--- src/rtl/piece_fall_controller_pkg.sv ---
// Shared types and defaults for the falling-piece sequencer.
// Optional feature macro: LOCK_RESET_LIMIT_EN (caps lock-timer resets per piece).
package piece_fall_controller_pkg;

    // Life-cycle phase of the active piece; values are visible on the HUD port.
    typedef enum logic [2:0] {
        FS_IDLE      = 3'd0,
        FS_SPAWN     = 3'd1,
        FS_FALLING   = 3'd2,
        FS_HARD_DROP = 3'd3,
        FS_GROUNDED  = 3'd4,
        FS_LOCKING   = 3'd5,
        FS_GAME_OVER = 3'd6
    } fall_state_t;

    // 0.5 s at 50 MHz.
    localparam int LOCK_DELAY_DEFAULT      = 25_000_000;
    localparam int MAX_LOCK_RESETS_DEFAULT = 15;

endpackage

--- src/rtl/piece_fall_controller_counter.sv ---
// Generic loadable up/down counter used as the lock-delay timer.
module piece_fall_controller_counter #(
    parameter int WIDTH = 32
) (
    input  logic             clk,
    input  logic             rst_l,
    input  logic             en,
    input  logic             load,
    input  logic             up,
    input  logic [WIDTH-1:0] d,
    output logic [WIDTH-1:0] q
);

    // Load has priority over counting; reset clears the count.
    always_ff @(posedge clk) begin
        if (!rst_l) begin
            q <= '0;
        end else if (load) begin
            q <= d;
        end else if (en) begin
            q <= up ? q + 1'b1 : q - 1'b1;
        end
    end

endmodule

--- src/rtl/piece_fall_controller.sv ---
// Falling-piece sequencer: spawn, gravity/soft/hard drop, lock delay, lock, respawn.
// Optional feature macro: LOCK_RESET_LIMIT_EN. When defined, successful moves may
// restart the lock timer at most MAX_LOCK_RESETS times per piece; otherwise every
// move in GROUNDED restarts it.
//
// Handshakes: spawn_req and lock_req are level requests (valid). They stay high
// until the matching ack (ready) is sampled high at a clock edge; the request then
// drops on that same edge. Acks seen while no request is outstanding are ignored.
module piece_fall_controller
    import piece_fall_controller_pkg::*;
#(
    parameter int LOCK_DELAY_CYCLES = LOCK_DELAY_DEFAULT,
    parameter int MAX_LOCK_RESETS   = MAX_LOCK_RESETS_DEFAULT,
    parameter int CNT_WIDTH         = 32
) (
    input  logic       clk,
    input  logic       rst_l,
    input  logic       game_active,
    input  logic       auto_drop,
    input  logic       soft_drop,
    input  logic       hard_drop,
    input  logic       player_move,
    input  logic       drop_blocked,
    input  logic       spawn_ack,
    input  logic       spawn_blocked,
    input  logic       lock_ack,
    output logic       drop_down,
    output logic       spawn_req,
    output logic       lock_req,
    output logic       gravity_restart,
    output logic       game_over,
    output logic [2:0] fall_state
);

    localparam logic [2:0] ST_IDLE      = FS_IDLE;
    localparam logic [2:0] ST_SPAWN     = FS_SPAWN;
    localparam logic [2:0] ST_FALLING   = FS_FALLING;
    localparam logic [2:0] ST_HARD_DROP = FS_HARD_DROP;
    localparam logic [2:0] ST_GROUNDED  = FS_GROUNDED;
    localparam logic [2:0] ST_LOCKING   = FS_LOCKING;
    localparam logic [2:0] ST_GAME_OVER = FS_GAME_OVER;

    localparam logic [CNT_WIDTH-1:0] TIMER_LAST = CNT_WIDTH'(LOCK_DELAY_CYCLES - 1);

    logic [2:0]           state_q;
    logic [2:0]           state_d;
    logic [CNT_WIDTH-1:0] timer_q;
    logic                 timer_load;
    logic                 timer_expired;
    logic                 drop_cmd;
    logic                 spawn_ok;
    logic                 move_reset;
    logic                 can_reset;

    assign timer_expired = (timer_q == TIMER_LAST);

`ifdef LOCK_RESET_LIMIT_EN
    localparam int RC_W = $clog2(MAX_LOCK_RESETS + 1);
    logic [RC_W-1:0] reset_cnt_q;

    assign can_reset = (reset_cnt_q < RC_W'(MAX_LOCK_RESETS));

    // Per-piece count of timer restarts; cleared on each spawn, saturates at the cap.
    always_ff @(posedge clk) begin
        if (!rst_l) begin
            reset_cnt_q <= '0;
        end else if (spawn_ok) begin
            reset_cnt_q <= '0;
        end else if (move_reset) begin
            reset_cnt_q <= reset_cnt_q + 1'b1;
        end
    end
`else
    // Unlimited restarts; the comparison is constant-true and only keeps the
    // parameter referenced in this build.
    assign can_reset = (MAX_LOCK_RESETS >= 0);
`endif

    // Next-state and one-shot decisions; event priority follows each state's list.
    always_comb begin
        state_d    = state_q;
        drop_cmd   = 1'b0;
        spawn_ok   = 1'b0;
        move_reset = 1'b0;
        if (!game_active) begin
            state_d = ST_IDLE;
        end else begin
            case (state_q)
                ST_IDLE: state_d = ST_SPAWN;
                ST_SPAWN: begin
                    if (spawn_ack) begin
                        if (spawn_blocked) begin
                            state_d = ST_GAME_OVER;
                        end else begin
                            state_d  = ST_FALLING;
                            spawn_ok = 1'b1;
                        end
                    end
                end
                ST_FALLING: begin
                    if (hard_drop) begin
                        state_d = ST_HARD_DROP;
                    end else if (drop_blocked) begin
                        state_d = ST_GROUNDED;
                    end else if (auto_drop || soft_drop) begin
                        drop_cmd = 1'b1;
                    end
                end
                ST_HARD_DROP: begin
                    if (drop_blocked) begin
                        state_d = ST_LOCKING;
                    end else begin
                        drop_cmd = 1'b1;
                    end
                end
                ST_GROUNDED: begin
                    if (hard_drop) begin
                        state_d = ST_LOCKING;
                    end else if (!drop_blocked) begin
                        state_d = ST_FALLING;
                    end else if (timer_expired) begin
                        state_d = ST_LOCKING;
                    end else if (player_move && can_reset) begin
                        move_reset = 1'b1;
                    end
                end
                ST_LOCKING: begin
                    if (lock_ack) begin
                        state_d = ST_SPAWN;
                    end
                end
                ST_GAME_OVER: state_d = ST_GAME_OVER;
                default:      state_d = ST_IDLE;
            endcase
        end
    end

    // Timer clears whenever the piece is not staying grounded, or on a move reset,
    // so it never counts past the expiry value.
    assign timer_load = (state_q != ST_GROUNDED) || (state_d != ST_GROUNDED) || move_reset;

    piece_fall_controller_counter #(
        .WIDTH (CNT_WIDTH)
    ) u_lock_timer (
        .clk   (clk),
        .rst_l (rst_l),
        .en    (state_q == ST_GROUNDED),
        .load  (timer_load),
        .up    (1'b1),
        .d     ('0),
        .q     (timer_q)
    );

    // State register and registered outputs, all derived from this cycle's decision.
    always_ff @(posedge clk) begin
        if (!rst_l) begin
            state_q         <= ST_IDLE;
            drop_down       <= 1'b0;
            spawn_req       <= 1'b0;
            lock_req        <= 1'b0;
            gravity_restart <= 1'b0;
            game_over       <= 1'b0;
        end else begin
            state_q         <= state_d;
            drop_down       <= drop_cmd;
            spawn_req       <= (state_d == ST_SPAWN);
            lock_req        <= (state_d == ST_LOCKING);
            gravity_restart <= spawn_ok;
            game_over       <= (state_d == ST_GAME_OVER);
        end
    end

    assign fall_state = state_q;

endmodule

--- config.mk ---
export PLATFORM = sky130hd
export DESIGN_NAME = piece_fall_controller
export DESIGN_NICKNAME = d
export VERILOG_FILES = /design/src/rtl/piece_fall_controller_pkg.sv /design/src/rtl/piece_fall_controller_counter.sv /design/src/rtl/piece_fall_controller.sv
export SDC_FILE = /design/constraint.sdc
export NUM_CORES = 1
export LEC_CHECK = 0
export CAP_MARGIN = 15
export CORE_MARGIN = 2
export CORE_UTILIZATION = 50
export CTS_CLUSTER_DIAMETER = 50
export CTS_CLUSTER_SIZE = 40
export DETAILED_ROUTE_END_ITERATION = 12
export PLACE_DENSITY = 0.72
export SETUP_SLACK_MARGIN = 0.3
export SYNTH_ARGS = -nofsm -noshare
export SYNTH_HDL_FRONTEND = slang
export SYNTH_HIERARCHICAL = 1
export SYNTH_SLANG_ARGS = --single-unit
--- constraint.sdc ---
create_clock -name clk -period 2.35 [get_ports clk]
set_input_delay 0.3525 -clock clk [delete_from_list [all_inputs] [get_ports clk]]
set_output_delay 0.3525 -clock clk [all_outputs]
set_load 0.01 [all_outputs]
# Word-level counts from Yosys, hierarchy flattened
# Cells that the tools add are included.
[totals]
wordCells = 51
in_bits = 11
register_bits = 40
[op_classes]
n_reduce_logical = 7
n_addsub = 1
n_eq_ne = 12
bitwise = 1
muxes = 23
[ops]
columns = ["op", "n"]
rows = [
  ["32-bit by 1-bit adder with 32-bit output, second input constant", 1],
  ["32-bit by 25-bit == test with 1-bit output, second input constant", 1],
  ["3-bit 2-to-1 mux", 10],
  ["3-bit case mux with 7 select lines", 1],
  ["3-bit == test, second input constant", 5],
  ["1-bit 2-to-1 mux", 11],
  ["3-bit by 1-bit == test with 1-bit output, second input constant", 2],
  ["3-bit by 2-bit == test with 1-bit output, second input constant", 2],
  ["3-bit inequality test, second input constant", 2],
  ["4-bit AND reduction", 1],
  ["3-bit logical NOT", 1],
  ["1-bit logical OR", 3],
  ["1-bit case mux with 2 select lines", 1],
  ["2-bit AND reduction", 1],
  ["2-bit OR reduction", 1],
  ["1-bit NOT", 1],
]

# Logic depth before layout (Yosys ltp)
# Gate-level depths: netlist of the first run.
[logic_depth]
ltp_word = 10
depth_mapped = 12

# By module
# The synthesis of the first run kept the hierarchy.
[modules_own_cells]
columns = ["module", "cells_each", "area_per_inst_um2", "n_inst", "seq_area_each_um2"]
rows = [
  ["piece_fall_controller_counter", 396, 3046.7, 1, 640.6],
  ["piece_fall_controller", 63, 535.5, 1, 160.2],
]

# Worst setup path after synthesis of the first run
# No wires, ideal clock.
[synth_path]
path_type = "flip-flop to flip-flop"
start = "register u_lock_timer.q[0]"
end = "register u_lock_timer.q[30]"
arrival_time_ps = 2376
path_stages_with_launch = 11
setup_slack_ps = -146
required_time_ps = 2230
synth_period_minus_slack_ps = 2496
cell_sequence = "dfxtp_1 > inv_1 > fa_1 > nor2b_1 > o21ai_0 > o21ai_2 > a21oi_1 > o31ai_1 > o21ai_1 > and4b_1 > a211o_1"
[synth_via]
elab_chain_len = 10
[synth_lines]
columns = ["element", "line_no", "text"]
rows = [
  ["from (decl)", "piece_fall_controller_counter.sv:11", "output logic [WIDTH-1:0] q"],
  ["from (signal assigned)", "piece_fall_controller_counter.sv:21", "q <= up ? q + 1'b1 : q - 1'b1;"],
  ["32-bit by 25-bit == test with 1-bit output", "piece_fall_controller.sv:55", "assign timer_expired = (timer_q == TIMER_LAST);"],
  ["3-bit 2-to-1 mux", "piece_fall_controller.sv:121", "end else if (timer_expired) begin"],
  ["3-bit 2-to-1 mux", "piece_fall_controller.sv:119", "end else if (!drop_blocked) begin"],
  ["3-bit 2-to-1 mux", "piece_fall_controller.sv:117", "if (hard_drop) begin"],
  ["3-bit case mux with 7 select lines", "piece_fall_controller.sv:88", "case (state_q)"],
  ["3-bit 2-to-1 mux", "piece_fall_controller.sv:85", "if (!game_active) begin"],
  ["3-bit inequality test", "piece_fall_controller.sv:140", "assign timer_load = (state_q != ST_GROUNDED) || (state_d != ST_GROUNDED) || move_reset;"],
  ["1-bit logical OR (2 in a row)", "piece_fall_controller.sv:140", ""],
  ["2-bit OR reduction (no source line)", "-", ""],
]
# Parallel ways exist; a longest one is shown, timed or not.
# A chain may end at the register's enable or synchronous reset.

# Worst setup path in the final report of the first run
[layout_path]
start = "register u_lock_timer.q[8]"
end = "register u_lock_timer.q[27]"
[layout_via]
elab_chain_len = 10
[layout_lines]
columns = ["element", "line_no", "text"]
rows = [
  ["32-bit by 25-bit == test with 1-bit output (*)", "piece_fall_controller.sv:55", ""],
  ["3-bit 2-to-1 mux", "piece_fall_controller.sv:121", ""],
  ["3-bit 2-to-1 mux", "piece_fall_controller.sv:119", ""],
  ["3-bit 2-to-1 mux", "piece_fall_controller.sv:117", ""],
  ["3-bit case mux with 7 select lines", "piece_fall_controller.sv:88", ""],
  ["3-bit 2-to-1 mux", "piece_fall_controller.sv:85", ""],
  ["3-bit inequality test", "piece_fall_controller.sv:140", ""],
  ["1-bit logical OR", "piece_fall_controller.sv:140", ""],
  ["1-bit logical OR (*)", "piece_fall_controller.sv:140", ""],
  ["via timer_load", "piece_fall_controller.sv:48", "logic timer_load;"],
  ["2-bit OR reduction (no source line) (*)", "-", ""],
]
# Mark *: on every way through the listed nets, which the timed path passes. The rest lies on a longest branch.

==> impl_metrics.prom, run 1 <==
# TYPE chip_impl_metric gauge
chip_impl_info{name="status",value="complete, no violations"} 1
chip_impl_metric{name="critPathMaxFanout",unit=""} 8
chip_impl_metric{name="synth.lib_cells_used.distinct",unit=""} 65
chip_impl_metric{name="depth_of_the_cts_h_tree",unit=""} 2
chip_impl_metric{name="max-cap-violations",unit=""} 0
chip_impl_info{name="synth_top_area_cell",value="sky130_fd_sc_hd__dfxtp_1"} 1
chip_impl_metric{name="slew_headroom",unit="%"} 61.5
chip_impl_metric{name="number_of_pins_exceeding_their_max_slew_limit_in_the_final_report",unit=""} 0
chip_impl_metric{name="clock_insertion_delay_worst_skew",unit="ns"} 0.30
chip_impl_info{name="cp_common_cell",value="sky130_fd_sc_hd__nand4_1"} 1
chip_impl_info{name="chain_of_cells_forming_the_critical_path",value="nor4b_4, nand4_1, nor4_4, o31a_1, nand4_1, buf_6, nor2b_4, buf_6, nand4_1, a21oi_1, a311o_1"} 1
chip_impl_metric{name="wl",unit="um"} 10200
chip_impl_metric{name="max_clock_freq",unit="MHz"} 428
chip_impl_metric{name="required_time_at_the_worst_slack_endpoint",unit="ns"} 2.59
chip_impl_metric{name="syn-instance-count",unit=""} 459
chip_impl_metric{name="final_min_period_over_clock_period",unit="%"} 99.3
chip_impl_metric{name="io-pin-count",unit=""} 19
chip_impl_metric{name="dpl-instance-area",unit="um^2"} 4320
chip_impl_metric{name="timing_worst_slew_pin_value",unit="ns"} 0.576
chip_impl_metric{name="post-dp-hpwl",unit="um"} 7150
chip_impl_metric{name="synth_compound_area_share",unit="%"} 30.8
chip_impl_metric{name="wire_per_inst",unit="um"} 15.7
chip_impl_metric{name="postSynthAreaPerCell",unit="um^2"} 7.80
chip_impl_info{name="worst-setup-path-type",value="register to register"} 1
chip_impl_metric{name="p_leak",unit="nW"} 2.07
chip_impl_metric{name="cts_max_path_buffers",unit=""} 2
chip_impl_metric{name="post_route_cells_drive_above_1_share",unit="%"} 26.1
chip_impl_metric{name="num_antenna_cells",unit=""} 0
chip_impl_metric{name="maximum_number_of_pins_on_one_net_before_global_route_repair",unit=""} 31
chip_impl_info{name="end_kind",value="register"} 1
chip_impl_metric{name="flow.area_growth_from_synthesis",unit="%"} 34.1
chip_impl_metric{name="critPathArrivalTime",unit="ns"} 2.57
chip_impl_metric{name="cts.sinks",unit=""} 40
chip_impl_metric{name="dr.pass1.iters",unit=""} 7
chip_impl_metric{name="grt_pass1_wl",unit="um"} 16000
chip_impl_info{name="unrepaired_setup_endpoints_after_global_routing",value="true"} 1
chip_impl_metric{name="route.antenna.remaining_nets",unit=""} 0
chip_impl_metric{name="fillerInstances",unit=""} 577
chip_impl_metric{name="timing.final.crit_period",unit="ns"} 2.33
chip_impl_info{name="timing.critical_path.slowest_stage_cell",value="sky130_fd_sc_hd__dfxtp_2"} 1
chip_impl_metric{name="floorplan.die.height",unit="um"} 88.6
chip_impl_metric{name="globalRouteOverflowTotal",unit=""} 0
chip_impl_metric{name="die_area",unit="um^2"} 7860
chip_impl_metric{name="place.gp.congestion",unit=""} 0.910
chip_impl_metric{name="placeableCoreArea",unit="um^2"} 6870
chip_impl_metric{name="synth_largest_type_area_fraction",unit="%"} 22.4
chip_impl_metric{name="grt_antenna_before_repair",unit=""} 0
chip_impl_metric{name="non_filler_instance_count_after_layout",unit=""} 647
chip_impl_info{name="synth.area.top_cells",value="sky130_fd_sc_hd__dfxtp_1 22%, sky130_fd_sc_hd__ha_1 10%, sky130_fd_sc_hd__a21oi_1 7.5%, sky130_fd_sc_hd__nor2_1 4.1%, sky130_fd_sc_hd__nor3b_1 3.8%"} 1
chip_impl_metric{name="dieWidth",unit="um"} 88.6
chip_impl_metric{name="placed_cells",unit=""} 622
chip_impl_metric{name="detailed_route_vias_per_instance",unit=""} 5.83
chip_impl_info{name="worstSetupStartpointType",value="register"} 1
chip_impl_metric{name="num_vias",unit=""} 3772
chip_impl_metric{name="synth_simple_gate_area_share",unit="%"} 22.0
chip_impl_metric{name="muxShareOfSynthArea",unit="%"} 3.14
chip_impl_info{name="critical_path.top_delay_family",value="simple AND/OR/NAND/NOR gates"} 1
chip_impl_metric{name="port_buffers",unit=""} 18
chip_impl_metric{name="cp_slowest_stage_delay",unit="ns"} 0.34
chip_impl_metric{name="synthArstFlopShare",unit="%"} 0
chip_impl_info{name="hp-class",value="register to register"} 1
chip_impl_metric{name="synth_area",unit="um^2"} 3580
chip_impl_info{name="postSynth.topFlopCell",value="sky130_fd_sc_hd__dfxtp_1"} 1
chip_impl_metric{name="synth_enable_flop_cells",unit=""} 0
chip_impl_metric{name="hold_violations",unit=""} 0
chip_impl_metric{name="timing.clock.skew",unit="ns"} 0.00551
chip_impl_metric{name="yosysWarningCount",unit=""} 6
chip_impl_info{name="synth_top_family_by_area",value="compound AO/OA/AOI/OAI gates"} 1
chip_impl_metric{name="drt_iter0_markers",unit=""} 220
chip_impl_metric{name="ir_worst_vdd",unit="mV"} 0.354
chip_impl_metric{name="setup_viol",unit=""} 0
chip_impl_metric{name="design_area",unit="um^2"} 4800
chip_impl_metric{name="ys_seq_area_share",unit="%"} 22.4
chip_impl_metric{name="timing.critical_path.buf_inv",unit=""} 2
chip_impl_metric{name="groute.usage.overall",unit="%"} 26.1
chip_impl_info{name="cts_tree",value="built"} 1
chip_impl_metric{name="initial_utilization",unit="%"} 52.1
chip_impl_metric{name="power-per-cell-area",unit="nW/um^2"} 407
chip_impl_metric{name="nNetsFinal",unit=""} 592
chip_impl_info{name="clock-root-buffer",value="sky130_fd_sc_hd__clkbuf_8"} 1
chip_impl_metric{name="post_synth_xor_area_fraction",unit="%"} 6.11
chip_impl_metric{name="cts_made_buffers",unit=""} 5
chip_impl_metric{name="remaining_drc_errors",unit=""} 0
chip_impl_metric{name="number_of_global_route_vias_before_repair",unit=""} 3517
chip_impl_metric{name="holdBufCountCts",unit=""} 0
chip_impl_metric{name="placementRows",unit=""} 30
chip_impl_metric{name="adder_cell_share_of_the_synthesized_area",unit="%"} 11.0
chip_impl_metric{name="ys_ff_latch",unit=""} 40
chip_impl_metric{name="clk_transition_reported_paths",unit="ns"} 0.08
==> logic make-up after synthesis <==
kind of cell | Yosys count
buf+inv | 37
fa+ha+maj | 31
xor+xnor | 25
flops | 40
compound gates | 168
simple gates | 145
mux | 11
other cells | 2
==> flip-flops by register name, indices dropped and copies added (netlist names) <==
| name | cells |
|---|---|
| drop_down | 1 |
| spawn_req | 1 |
| lock_req | 1 |
| fall_state | 3 |
| gravity_restart | 1 |
| game_over | 1 |
| u_lock_timer/q | 32 |
==> placed cells by master (no fill, tap or decap), drive strengths merged, types with 2 or more instances in the layout <==
master         count
ha                30
conb              35
nor4               5
nand3              7
mux2i              9
xor2              11
o21a               6
buf               58
a21oi             56
o22ai             12
nor3b             18
o31ai              3
nand4             12
nor2              39
a31oi              6
a21o              14
xnor2             14
nand2b             6
nor3               7
a211o              5
clkdlybuf4s50     18
nor4b              2
a211oi             7
dfxtp             40
clkbuf             6
mux2               2
a2111oi            2
nand2             33
inv               11
o211ai             3
nor2b              5
clkinv             2
a221o              4
o21bai             6
o21ai             29
a221oi             2
a31o               3
and3               5
==> worst paths after layout <==
kind                                                        end                             from  slack (ns)  cells past startpoint
worst max-delay path            u_lock_timer/q[27]$_SDFFE_PN0P_   u_lock_timer/q[8]$_SDFFE_PN0P_        0.02                     11
worst min-delay path            u_lock_timer/q[26]$_SDFFE_PN0P_  u_lock_timer/q[26]$_SDFFE_PN0P_        0.55                      2
worst max register to register  u_lock_timer/q[27]$_SDFFE_PN0P_   u_lock_timer/q[8]$_SDFFE_PN0P_        0.02                     11
worst min register to register  u_lock_timer/q[26]$_SDFFE_PN0P_  u_lock_timer/q[26]$_SDFFE_PN0P_        0.55                      2
==> worst min-delay path, cell delays in order, from the launching register on <==
cell and delay, ns:
sky130_fd_sc_hd__dfxtp_1 0.34, sky130_fd_sc_hd__nand2b_1 0.08, sky130_fd_sc_hd__a31oi_1 0.08
==> final cells by class <==
type	instances	area, um^2	share of cell area [%]
Inverter	11	41.3	0.860
Timing Repair Buffer	76	676	14.1
Multi-Input combinational cell	416	3060	63.7
Clock buffer	6	82.6	1.72
Tap cell	96	120	2.50
Clock inverter	2	10.0	0.208
Sequential cell	40	816	17.0
==> metal layers <==
layer	up-vias	global-route usage, %	routed length (um)	share of wire, %
li1	1867	-	-	-
met1	1786	32.9	4490	44
met2	94	44.0	4930	49
met3	25	4.01	440	4.3
met4	0	11.4	297	2.9
met5	-	0	0	0
==> stage by stage <==
step	total power [W]	TNS, ns	setup slack, ns	hold WS (ns)	util, %
2_1_floorplan	0.00120	0	0.176	0.430	-
3_3_place_gp	0.00136	-0.0292	-0.0292	0.520	62.9
3_5_place_dp	0.00137	-0.488	-0.0894	0.527	62.9
4_1_cts	0.00191	0	0.0179	0.546	67.9
5_1_grt	0.00206	-0.983	-0.136	0.585	69.9
6_report	0.00196	0	0.0154	0.547	69.9
==> power by group <==
| part | internal (W) | total (W) | switching (W) |
|---|---|---|---|
| Sequential | 0.000712 | 0.000745 | 0.0000334 |
| Clock | 0.000235 | 0.000500 | 0.000265 |
| Combinational | 0.000330 | 0.000710 | 0.000380 |
| Total | 0.00128 | 0.00196 | 0.000679 |
==> synthesized netlist by cell type (2+ instances only) <==
master,n
sky130_fd_sc_hd__buf_2,3
sky130_fd_sc_hd__nor3b_1,18
sky130_fd_sc_hd__inv_1,11
sky130_fd_sc_hd__a21oi_2,2
sky130_fd_sc_hd__o21ai_1,2
sky130_fd_sc_hd__o21bai_1,6
sky130_fd_sc_hd__mux2_2,2
sky130_fd_sc_hd__buf_1,2
sky130_fd_sc_hd__o21a_1,6
sky130_fd_sc_hd__xnor2_1,14
sky130_fd_sc_hd__a221o_1,4
sky130_fd_sc_hd__o211ai_2,2
sky130_fd_sc_hd__nand3_1,7
sky130_fd_sc_hd__nor2_1,39
sky130_fd_sc_hd__nor3_1,7
sky130_fd_sc_hd__nand4_1,12
sky130_fd_sc_hd__nor2b_1,5
sky130_fd_sc_hd__o31ai_1,3
sky130_fd_sc_hd__and3_1,5
sky130_fd_sc_hd__a221oi_1,2
sky130_fd_sc_hd__o22ai_1,12
sky130_fd_sc_hd__a21o_1,14
sky130_fd_sc_hd__nor4_2,2
sky130_fd_sc_hd__dfxtp_1,40
sky130_fd_sc_hd__a31o_2,3
sky130_fd_sc_hd__a211oi_1,7
sky130_fd_sc_hd__nand2b_1,6
sky130_fd_sc_hd__xor2_1,11
sky130_fd_sc_hd__mux2i_1,9
sky130_fd_sc_hd__nor4_1,3
sky130_fd_sc_hd__a31oi_1,6
sky130_fd_sc_hd__conb_1,2
sky130_fd_sc_hd__a211o_1,5
sky130_fd_sc_hd__a21oi_1,54
sky130_fd_sc_hd__clkbuf_1,18
sky130_fd_sc_hd__ha_1,30
sky130_fd_sc_hd__nand2_1,32
sky130_fd_sc_hd__o21ai_0,26
==> repair_timing <==
action | in CTS | in global routing
resized for setup | 36 | 22
setup buffers | 13 | 3
gates cloned | 1 | 0
pin swaps | 22 | 17
endpoints found under the setup margin | 32 | 32
Note: power is estimated with default switching activity, not from simulation.
==> run 2: changes to the inputs <==
--- a/config.mk
+++ b/config.mk
@@ -11,7 +11,7 @@
 export CTS_CLUSTER_DIAMETER = 50
 export CTS_CLUSTER_SIZE = 40
 export DETAILED_ROUTE_END_ITERATION = 12
-export PLACE_DENSITY = 0.72
+export PLACE_DENSITY = 0.69
 export SETUP_SLACK_MARGIN = 0.3
 export SYNTH_ARGS = -nofsm -noshare
 export SYNTH_HDL_FRONTEND = slang
==> constraint.sdc (replaced) <==
create_clock -name clk -period 2.9 [get_ports clk]
set_input_delay 0.435 -clock clk [delete_from_list [all_inputs] [get_ports clk]]
set_output_delay 0.435 -clock clk [all_outputs]
set_load 0.01 [all_outputs]
==> run 2 against run 1 <==
Sequential power decreased by 19%. Critical path depth shrank 1. Routed wire length rose by 0.93%. Via count shrank 4.0%. Count of clock-buffer cells in the layout stayed put. Final cell count is 6.2% lower. Worst setup slack better by 0.35 ns. Fmax decreased by 7.8%. Utilization fell by 7.6 points. Hold slack better by 0.018 ns. Critical path type unchanged. Largest cell class unchanged. Highest routed layer unchanged.
==> impl_metrics.prom, run 2 (same netlist as run 1, synthesis figures left out) <==
# TYPE chip_impl_metric gauge
chip_impl_metric{name="initial_utilization",unit="%"} 52.1
chip_impl_metric{name="globalRouteOverflowTotal",unit=""} 0
chip_impl_metric{name="post-dp-hpwl",unit="um"} 7120
chip_impl_info{name="end_kind",value="register"} 1
chip_impl_metric{name="groute.usage.overall",unit="%"} 25.3
chip_impl_metric{name="maximum_number_of_pins_on_one_net_before_global_route_repair",unit=""} 40
chip_impl_metric{name="slew_headroom",unit="%"} 65.7
chip_impl_metric{name="drt_iter0_markers",unit=""} 239
chip_impl_metric{name="dieWidth",unit="um"} 88.6
chip_impl_metric{name="flow.area_growth_from_synthesis",unit="%"} 19.5
chip_impl_metric{name="ir_worst_vdd",unit="mV"} 0.240
chip_impl_metric{name="count_of_cells_along_the_worst_hold_path",unit=""} 2
chip_impl_info{name="mostFrequentLayoutCell",value="sky130_fd_sc_hd__a21oi_1"} 1
chip_impl_metric{name="depth_of_the_cts_h_tree",unit=""} 2
chip_impl_metric{name="remaining_drc_errors",unit=""} 0
chip_impl_info{name="worstSetupStartpointType",value="register"} 1
chip_impl_info{name="worst_hold_start",value="u_lock_timer/q[26]$_SDFFE_PN0P_"} 1
chip_impl_info{name="unrepaired_setup_endpoints_after_global_routing",value="true"} 1
chip_impl_metric{name="timing.clock.skew",unit="ns"} 0.00737
chip_impl_metric{name="clock_insertion_delay_worst_skew",unit="ns"} 0.30
chip_impl_info{name="largest-register",value="u_lock_timer/q"} 1
chip_impl_metric{name="cts.sinks",unit=""} 40
chip_impl_metric{name="critPathArrivalTime",unit="ns"} 2.72
chip_impl_metric{name="timing.setup.tns",unit="ns"} 0
chip_impl_metric{name="grt_pass1_wl",unit="um"} 15600
chip_impl_metric{name="final_min_period_over_clock_period",unit="%"} 87.3
chip_impl_metric{name="timing_worst_slew_pin_value",unit="ns"} 0.514
chip_impl_metric{name="critPathMaxFanout",unit=""} 5
chip_impl_metric{name="reg2reg_depth",unit=""} 10
chip_impl_metric{name="detailed_route_vias_per_instance",unit=""} 5.97
chip_impl_metric{name="floorplan.die.height",unit="um"} 88.6
chip_impl_metric{name="nNetsFinal",unit=""} 553
chip_impl_metric{name="max_clock_freq",unit="MHz"} 395
chip_impl_metric{name="clk_transition_reported_paths",unit="ns"} 0.08
chip_impl_metric{name="placeableCoreArea",unit="um^2"} 6870
chip_impl_metric{name="die_area",unit="um^2"} 7860
chip_impl_info{name="r2r_end",value="u_lock_timer/q[30]$_SDFFE_PN0P_"} 1
chip_impl_metric{name="wl",unit="um"} 10200
chip_impl_info{name="most_frequent_cells_in_the_layout",value="53 x sky130_fd_sc_hd__a21oi_1, 39 x sky130_fd_sc_hd__nor2_1, 37 x sky130_fd_sc_hd__dfxtp_1, 35 x sky130_fd_sc_hd__conb_1, 31 x sky130_fd_sc_hd__nand2_1"} 1
chip_impl_info{name="cts_tree",value="built"} 1
chip_impl_metric{name="reg2reg_setup_slack",unit="ns"} 0.37
chip_impl_metric{name="hold_violations",unit=""} 0
chip_impl_metric{name="setup_viol",unit=""} 0
chip_impl_metric{name="holdWs",unit="ns"} 0.564
chip_impl_metric{name="number_of_pins_exceeding_their_max_slew_limit_in_the_final_report",unit=""} 0
chip_impl_metric{name="num_vias",unit=""} 3622
chip_impl_info{name="status",value="complete, no violations"} 1
chip_impl_metric{name="cts_max_path_buffers",unit=""} 2
chip_impl_metric{name="port_buffers",unit=""} 18
chip_impl_info{name="worst_reg2reg_path_startpoint",value="u_lock_timer/q[8]$_SDFFE_PN0P_"} 1
chip_impl_info{name="grt-busiest-layer",value="met2"} 1
chip_impl_metric{name="max-cap-violations",unit=""} 0
chip_impl_metric{name="io-pin-count",unit=""} 19
chip_impl_metric{name="route.antenna.remaining_nets",unit=""} 0
chip_impl_info{name="worst-setup-path-type",value="register to register"} 1
chip_impl_metric{name="placementRows",unit=""} 30
chip_impl_metric{name="grt_antenna_before_repair",unit=""} 0
chip_impl_metric{name="grt_util_met3",unit="%"} 3.64
chip_impl_metric{name="largest_register_ffs",unit=""} 32
chip_impl_metric{name="dr.pass1.iters",unit=""} 5
chip_impl_info{name="clock-root-buffer",value="sky130_fd_sc_hd__clkbuf_8"} 1
chip_impl_metric{name="wire_per_inst",unit="um"} 16.9
chip_impl_metric{name="power-per-cell-area",unit="nW/um^2"} 342
chip_impl_metric{name="number_of_global_route_vias_before_repair",unit=""} 3224
chip_impl_metric{name="post_route_cells_drive_above_1_share",unit="%"} 12.3
chip_impl_metric{name="holdBufCountCts",unit=""} 0
chip_impl_metric{name="place.gp.congestion",unit=""} 0.888
chip_impl_metric{name="p_leak",unit="nW"} 1.81
chip_impl_info{name="hp-class",value="register to register"} 1
chip_impl_metric{name="required_time_at_the_worst_slack_endpoint",unit="ns"} 3.09
chip_impl_metric{name="timing.final.crit_period",unit="ns"} 2.53
chip_impl_metric{name="num_antenna_cells",unit=""} 0
chip_impl_metric{name="gr-usage-met1",unit="%"} 34.2
chip_impl_metric{name="m2_gr_usage",unit="%"} 42.5
chip_impl_info{name="holdPathEnd",value="u_lock_timer/q[26]$_SDFFE_PN0P_"} 1
chip_impl_metric{name="cts_made_buffers",unit=""} 5
## run 2: worst max-delay path by stage
stage / endpoint / start
after detailed placement: u_lock_timer/q[30]$_SDFFE_PN0P_ / hard_drop
after global placement: u_lock_timer/q[7]$_SDFFE_PN0P_ / hard_drop
after CTS: u_lock_timer/q[30]$_SDFFE_PN0P_ / u_lock_timer/q[26]$_SDFFE_PN0P_
final: u_lock_timer/q[30]$_SDFFE_PN0P_ / u_lock_timer/q[8]$_SDFFE_PN0P_
after global routing: u_lock_timer/q[30]$_SDFFE_PN0P_ / u_lock_timer/q[9]$_SDFFE_PN0P_
after floorplan: u_lock_timer/q[30]$_SDFFE_PN0P_ / u_lock_timer/q[0]$_SDFFE_PN0P_
## run 2: stage by stage
step                instances  util [%]  instance area [um^2]  total power [W]  worst slack (ns)
CTS                       599      59.5                  4090          0.00143             0.310
global route              607      62.3                  4280          0.00154             0.234
floorplan                 492         -                  3710         0.000966             0.404
detailed placement        592      58.2                  4000          0.00107             0.265
finish                    607      62.3                  4280          0.00147             0.369
global placement          592      58.2                  4000          0.00107             0.322
## run 2: timing repair
item                                    4_1_cts  5_1_grt
hold endpoints to repair                      0        0
pin swaps                                     0        6
cloned                                        0        3
endpoints found under the setup margin        1       30
buffers inserted                              0        5
gates resized for setup                       1       22
## run 2: critical path: stages, from the launching register on
cell and delay [ns]:
sky130_fd_sc_hd__dfxtp_1 0.35, sky130_fd_sc_hd__nor4b_2 0.26, sky130_fd_sc_hd__nand4_1 0.21, sky130_fd_sc_hd__nor4_4 0.41, sky130_fd_sc_hd__o211ai_2 0.13, sky130_fd_sc_hd__nand4_1 0.11, sky130_fd_sc_hd__buf_4 0.16, sky130_fd_sc_hd__nor2b_2 0.06
sky130_fd_sc_hd__buf_4 0.15, sky130_fd_sc_hd__a221o_1 0.30, sky130_fd_sc_hd__a211o_1 0.29
## run 2: metal layers
| layer | vias up | part of all wire, % |
|---|---|---|
| met4 | 0 | 1.7 |
| met2 | 102 | 48 |
| met3 | 16 | 4.3 |
| li1 | 1795 | - |
| met5 | - | 0 |
| met1 | 1709 | 46 |
## run 2: cell type report
| class | instances | area, um^2 |
|---|---|---|
| clock buffer | 6 | 72.6 |
| tap | 96 | 120 |
| inverter | 11 | 45.0 |
| clock inverter | 1 | 5.00 |
| sequential | 40 | 805 |
| timing repair buffer | 38 | 412 |
| fill | 641 | 2590 |
| multi-input combinational | 415 | 2820 |
## run 2: power by group
part           internal (W)  switching, W  total, W  leakage [nW]
clock              0.000164      0.000204  0.000368        0.0410
sequential         0.000576     0.0000285  0.000605         0.333
combinational      0.000212      0.000281  0.000493          1.44
==> RTL change 1: new RTL, config.mk and constraints of run 2 <==
The option `LOCK_RESET_LIMIT_EN` is turned on by a define.
--- a/src/rtl/piece_fall_controller.sv
+++ b/src/rtl/piece_fall_controller.sv
@@ -6,6 +6,8 @@
 // Handshakes: spawn_req and lock_req are level requests (valid). They stay high
 // until the matching ack (ready) is sampled high at a clock edge; the request then
 // drops on that same edge. Acks seen while no request is outstanding are ignored.
+`define LOCK_RESET_LIMIT_EN
+
 module piece_fall_controller
     import piece_fall_controller_pkg::*;
 #(
Formal check against the unedited RTL: same outputs for any inputs over 10 cycles, from zero or initial values and one cycle with rst_l low; that may be too few to reach the edited logic, so the function may still have changed.
==> RTL change 1 against run 2 <==
The run now ends with negative setup slack left. Setup slack worse by 0.45 ns. Count of clock-buffer cells in the layout did not move. Final cell count increased by 8.1%. Synthesized area increased by 6.0%. Fmax fell by 15%. Power grew 10%. Routed wire length up 8.5%. Sequential cell count grew 4. Cell area is 15% higher. Via count grew 8.0%. Critical path type unchanged. Largest cell class unchanged.
==> RTL change 1: results (changes against run 2) <==
metric	value	unit	change
status	finished with violations		
violated checks	negative setup slack		
net load switching power	563	uW	+9.6%
slowest stage delay, CP	0.54	ns	+0.13 ns
R2R depth	11		+1
Synth Register Bits	44		+10%
clk_skew	0.00357	ns	-0.00379 ns
non-filler instance count after layout	656		+8.1%
CP Data Arrival Time	3.17	ns	+0.45 ns
post-route cell area	0.00492	mm2	+15%
wl on met1	5.07	mm	+7.2%
CP max-delay cell	or4_4		
met1 usage	34.9	%	+0.72 points
number of global-route vias before repair	3672		+14%
Multi-In Gates	427		+2.9%
post-synthesis xor/xnor area fraction	6.46	%	+0.34 points
Post-synth top cells	a21oi_1 (52), dfxtp_1 (44), nor2_1 (35)		
pin count of the biggest net entering global routing	31		-23%
non-clk buf share	13.2	%	+3.5 points
number of non-clock buffers	64		+68%
placed cell count	635		+7.3%
met2 WL	5.21	mm	+6.1%
Pleak	0.00208	uW	+15%
Post-Synth Adder-Cell Area	10.7	%	-0.30 points
Die X	91.2	um	+2.8%
# fillers	601		-6.2%
Setup TNS	-0.219	ns	-0.219 ns
clk tree area frac	1.98	%	+0.17 points
placed cell area	0.00440	mm2	+9.9%
reg2reg end	u_lock_timer/q[28]		
Synth cell types	62		-4.6%
Reg2Reg Launch Point	u_lock_timer/q[28]		
crit-path max FO	6		+1
met3 global-route usage	2.66	%	-0.98 points
layout cells sized above 1	20.3	%	+8.0 points
Multi-input gate area	0.00311	mm2	+10%
GP Congestion	0.899		+1.2%
DR WL met3	507	um	+16%
mux cell area share after synthesis	3.23	%	+0.084 points
mean number of vias per cell	5.96		-0.11%
Detail Placement HPWL	7.37	mm	+3.5%
Signal inverters	14		+3
slew margin rel.	60.5	%	-5.2 points
first-pass GRT wire length	17.8	mm	+14%
Comb power	531	uW	+7.7%
Synth Area in Compound Gates	29.5	%	-1.4 points
Final setup viols	4		+4
nets	599		+8.3%
Wirelength per Cell	16.9	um	+0.36%
Final Power	1620	uW	+10%
GR Layer Usage met2	42.8	%	+0.30 points
post-route setup slack	-0.0764	ns	-0.445 ns
pre-CTS WS	-0.0388	ns	-0.304 ns
crit path from	u_lock_timer/q[28]		
worst vdd ir	0.176	mV	-26%
cell count after synthesis	479		+4.4%
initial DRC count	254		+6.3%
Seq/Total Area, Yosys	23.2	%	+0.83 points
-- RTL change 1: how the worst min path moves through the flow --
stage / startpoint / endpoint / slack, ns / depth (start not counted)
6_report: reset_cnt_q[3] / reset_cnt_q[3] / 0.54 / 2
5_1_grt: reset_cnt_q[3] / reset_cnt_q[3] / 0.58 / 2
4_1_cts: reset_cnt_q[3] / reset_cnt_q[3] / 0.54 / 2
3_5_place_dp: reset_cnt_q[3] / reset_cnt_q[3] / 0.52 / 2
3_3_place_gp: reset_cnt_q[3] / reset_cnt_q[3] / 0.50 / 2
2_1_floorplan: u_lock_timer/q[26] / u_lock_timer/q[26] / 0.48 / 2
-- RTL change 1: repair_timing --
action	4_1_cts	5_1_grt
cloned	2	1
endpoints found under the setup margin	28	32
buffers inserted	7	3
pin swaps	5	18
gates resized for setup	28	33
==> RTL change 2: new RTL, config.mk and constraints of run 2 <==
Without the edit above. Set the parameter `CNT_WIDTH` to 28 (it was 32).
--- a/src/rtl/piece_fall_controller.sv
+++ b/src/rtl/piece_fall_controller.sv
@@ -11,7 +11,7 @@
 #(
     parameter int LOCK_DELAY_CYCLES = LOCK_DELAY_DEFAULT,
     parameter int MAX_LOCK_RESETS   = MAX_LOCK_RESETS_DEFAULT,
-    parameter int CNT_WIDTH         = 32
+    parameter int CNT_WIDTH         = 28
 ) (
     input  logic       clk,
     input  logic       rst_l,
Formal check against the unedited RTL: same outputs for any inputs over 10 cycles, from zero or initial values and one cycle with rst_l low; that may be too few to reach the edited logic, so the function may still have changed.
==> RTL change 2 against run 2 <==
Power shrank 9.1%. Sequential cell count shrank 4. Worst hold slack got worse by 0.048 ns. Utilization decreased by 3.6 points. Cell area decreased by 14%. Synthesized area down 10%. Clock power hardly changed. Clock skew down 0.0014 ns. Setup slack better by 0.099 ns. Fmax is 4.1% higher. Routed wire length is 19% lower. Critical path type unchanged. Largest power group unchanged.
==> RTL change 2: results (changes against run 2) <==
metric	value	unit	change
CP Data Arrival Time	2.60	ns	-0.12 ns
status	completed		
crit-path max FO	4		-1
worst skew pair latency	0.28	ns	-0.02 ns
Pleak	0.00156	uW	-14%
Post-synth top cells	a21oi_1 (51), dfxtp_1 (36), nor2_1 (33), o21ai_0 (33), nand2_1 (29)		
gr usage total	23.1	%	-2.2 points
mean number of vias per cell	5.87		-1.6%
number of global-route vias before repair	2829		-12%
nets	496		-10%
clk_skew	0.00601	ns	-0.00136 ns
Hold EP	u_lock_timer/q[27]		
WL final	8.35	mm	-19%
delay-heaviest family, CP	compound AO/OA/AOI/OAI gates		
GP Congestion	0.849		-4.4%
CP max-delay cell	fa_2		
Synth cell types	66		+1.5%
multi-input gate share of the layout cell area	67.8	%	+1.9 points
# fillers	604		-5.8%
r2r setup slk	0.47	ns	+0.10 ns
Synth area leaders	dfxtp_1 (22%), ha_1 (10%), a21oi_1 (7.9%)		
non-clk buf share	6.72	%	-2.9 points
Seq/Total Area, Yosys	22.3	%	about the same
R2R depth	9		-1
first-pass GRT wire length	13.6	mm	-13%
register area	721	um2	-10%
hold wc startpoint	u_lock_timer/q[27]		
Reg2Reg Launch Point	u_lock_timer/q[1]		
number of non-clock buffers	27		-29%
Multi-In Gates	380		-8.4%
Worst setup endpoint	u_lock_timer/q[24]		
clock buffer count	8		+2
initial DRC count	160		-33%
max reg flops	28		-13%
RTL change 2: logic make-up (layout without fill, tap and decap cells):
kind of cell,after synthesis,count (layout),share of synthesized area [%]
simple gates,136,136,22.8
other cells,2,30,0.233
flops,36,36,22.3
fa+ha+maj,27,27,10.7
xor+xnor,23,23,6.25
compound gates,157,157,31.3
mux,7,7,2.17
buf+inv,28,43,4.15
RTL change 2: metrics by stage:
stage                     total power (uW)  cells  hold WS (ns)  setup WS, ns  instance area [um2]
after global routing                  1410    536         0.550         0.290                 3680
after floorplan                        865    444         0.476         0.583                 3330
after CTS                             1310    534         0.515         0.324                 3650
final                                 1330    536         0.516         0.468                 3680
after global placement                 941    526         0.496         0.299                 3560
after detailed placement               945    526         0.507         0.287                 3560
RTL change 2: per-layer routing:
layer,vias to the layer above,GRT usage (%),share of wire [%]
met4,0,6.16,1.1
met2,43,37.4,48
met3,11,3.24,2.2
met5,-,0,0
met1,1476,32.3,49
li1,1617,-,-
RTL change 2: power breakdown:
group | switching [uW] | internal (uW) | leakage, uW | total, uW
Combinational | 235 | 186 | 0.00122 | 421
Sequential | 26.4 | 519 | 0.000298 | 545
Clock | 173 | 194 | 0.0000455 | 367
RTL change 2: timing repair:
| item | CTS | global route |
|---|---|---|
| gates resized for setup | 0 | 5 |
| setup buffers | 0 | 2 |
| setup endpoints to repair | 0 | 6 |
| hold buffers | 0 | 0 |
| endpoints found under the hold margin | 0 | 0 |
RTL change 2: worst reg2reg max path: cells and delay by family, from the launching register on:
family                     cells  cell delay (ns)
AOI/OAI and AO/OA              5             0.95
xor gates and xnor gates       1             0.17
adders and majority gates      1             0.39
DFF                            1             0.35
and+or+nand+nor                2             0.47
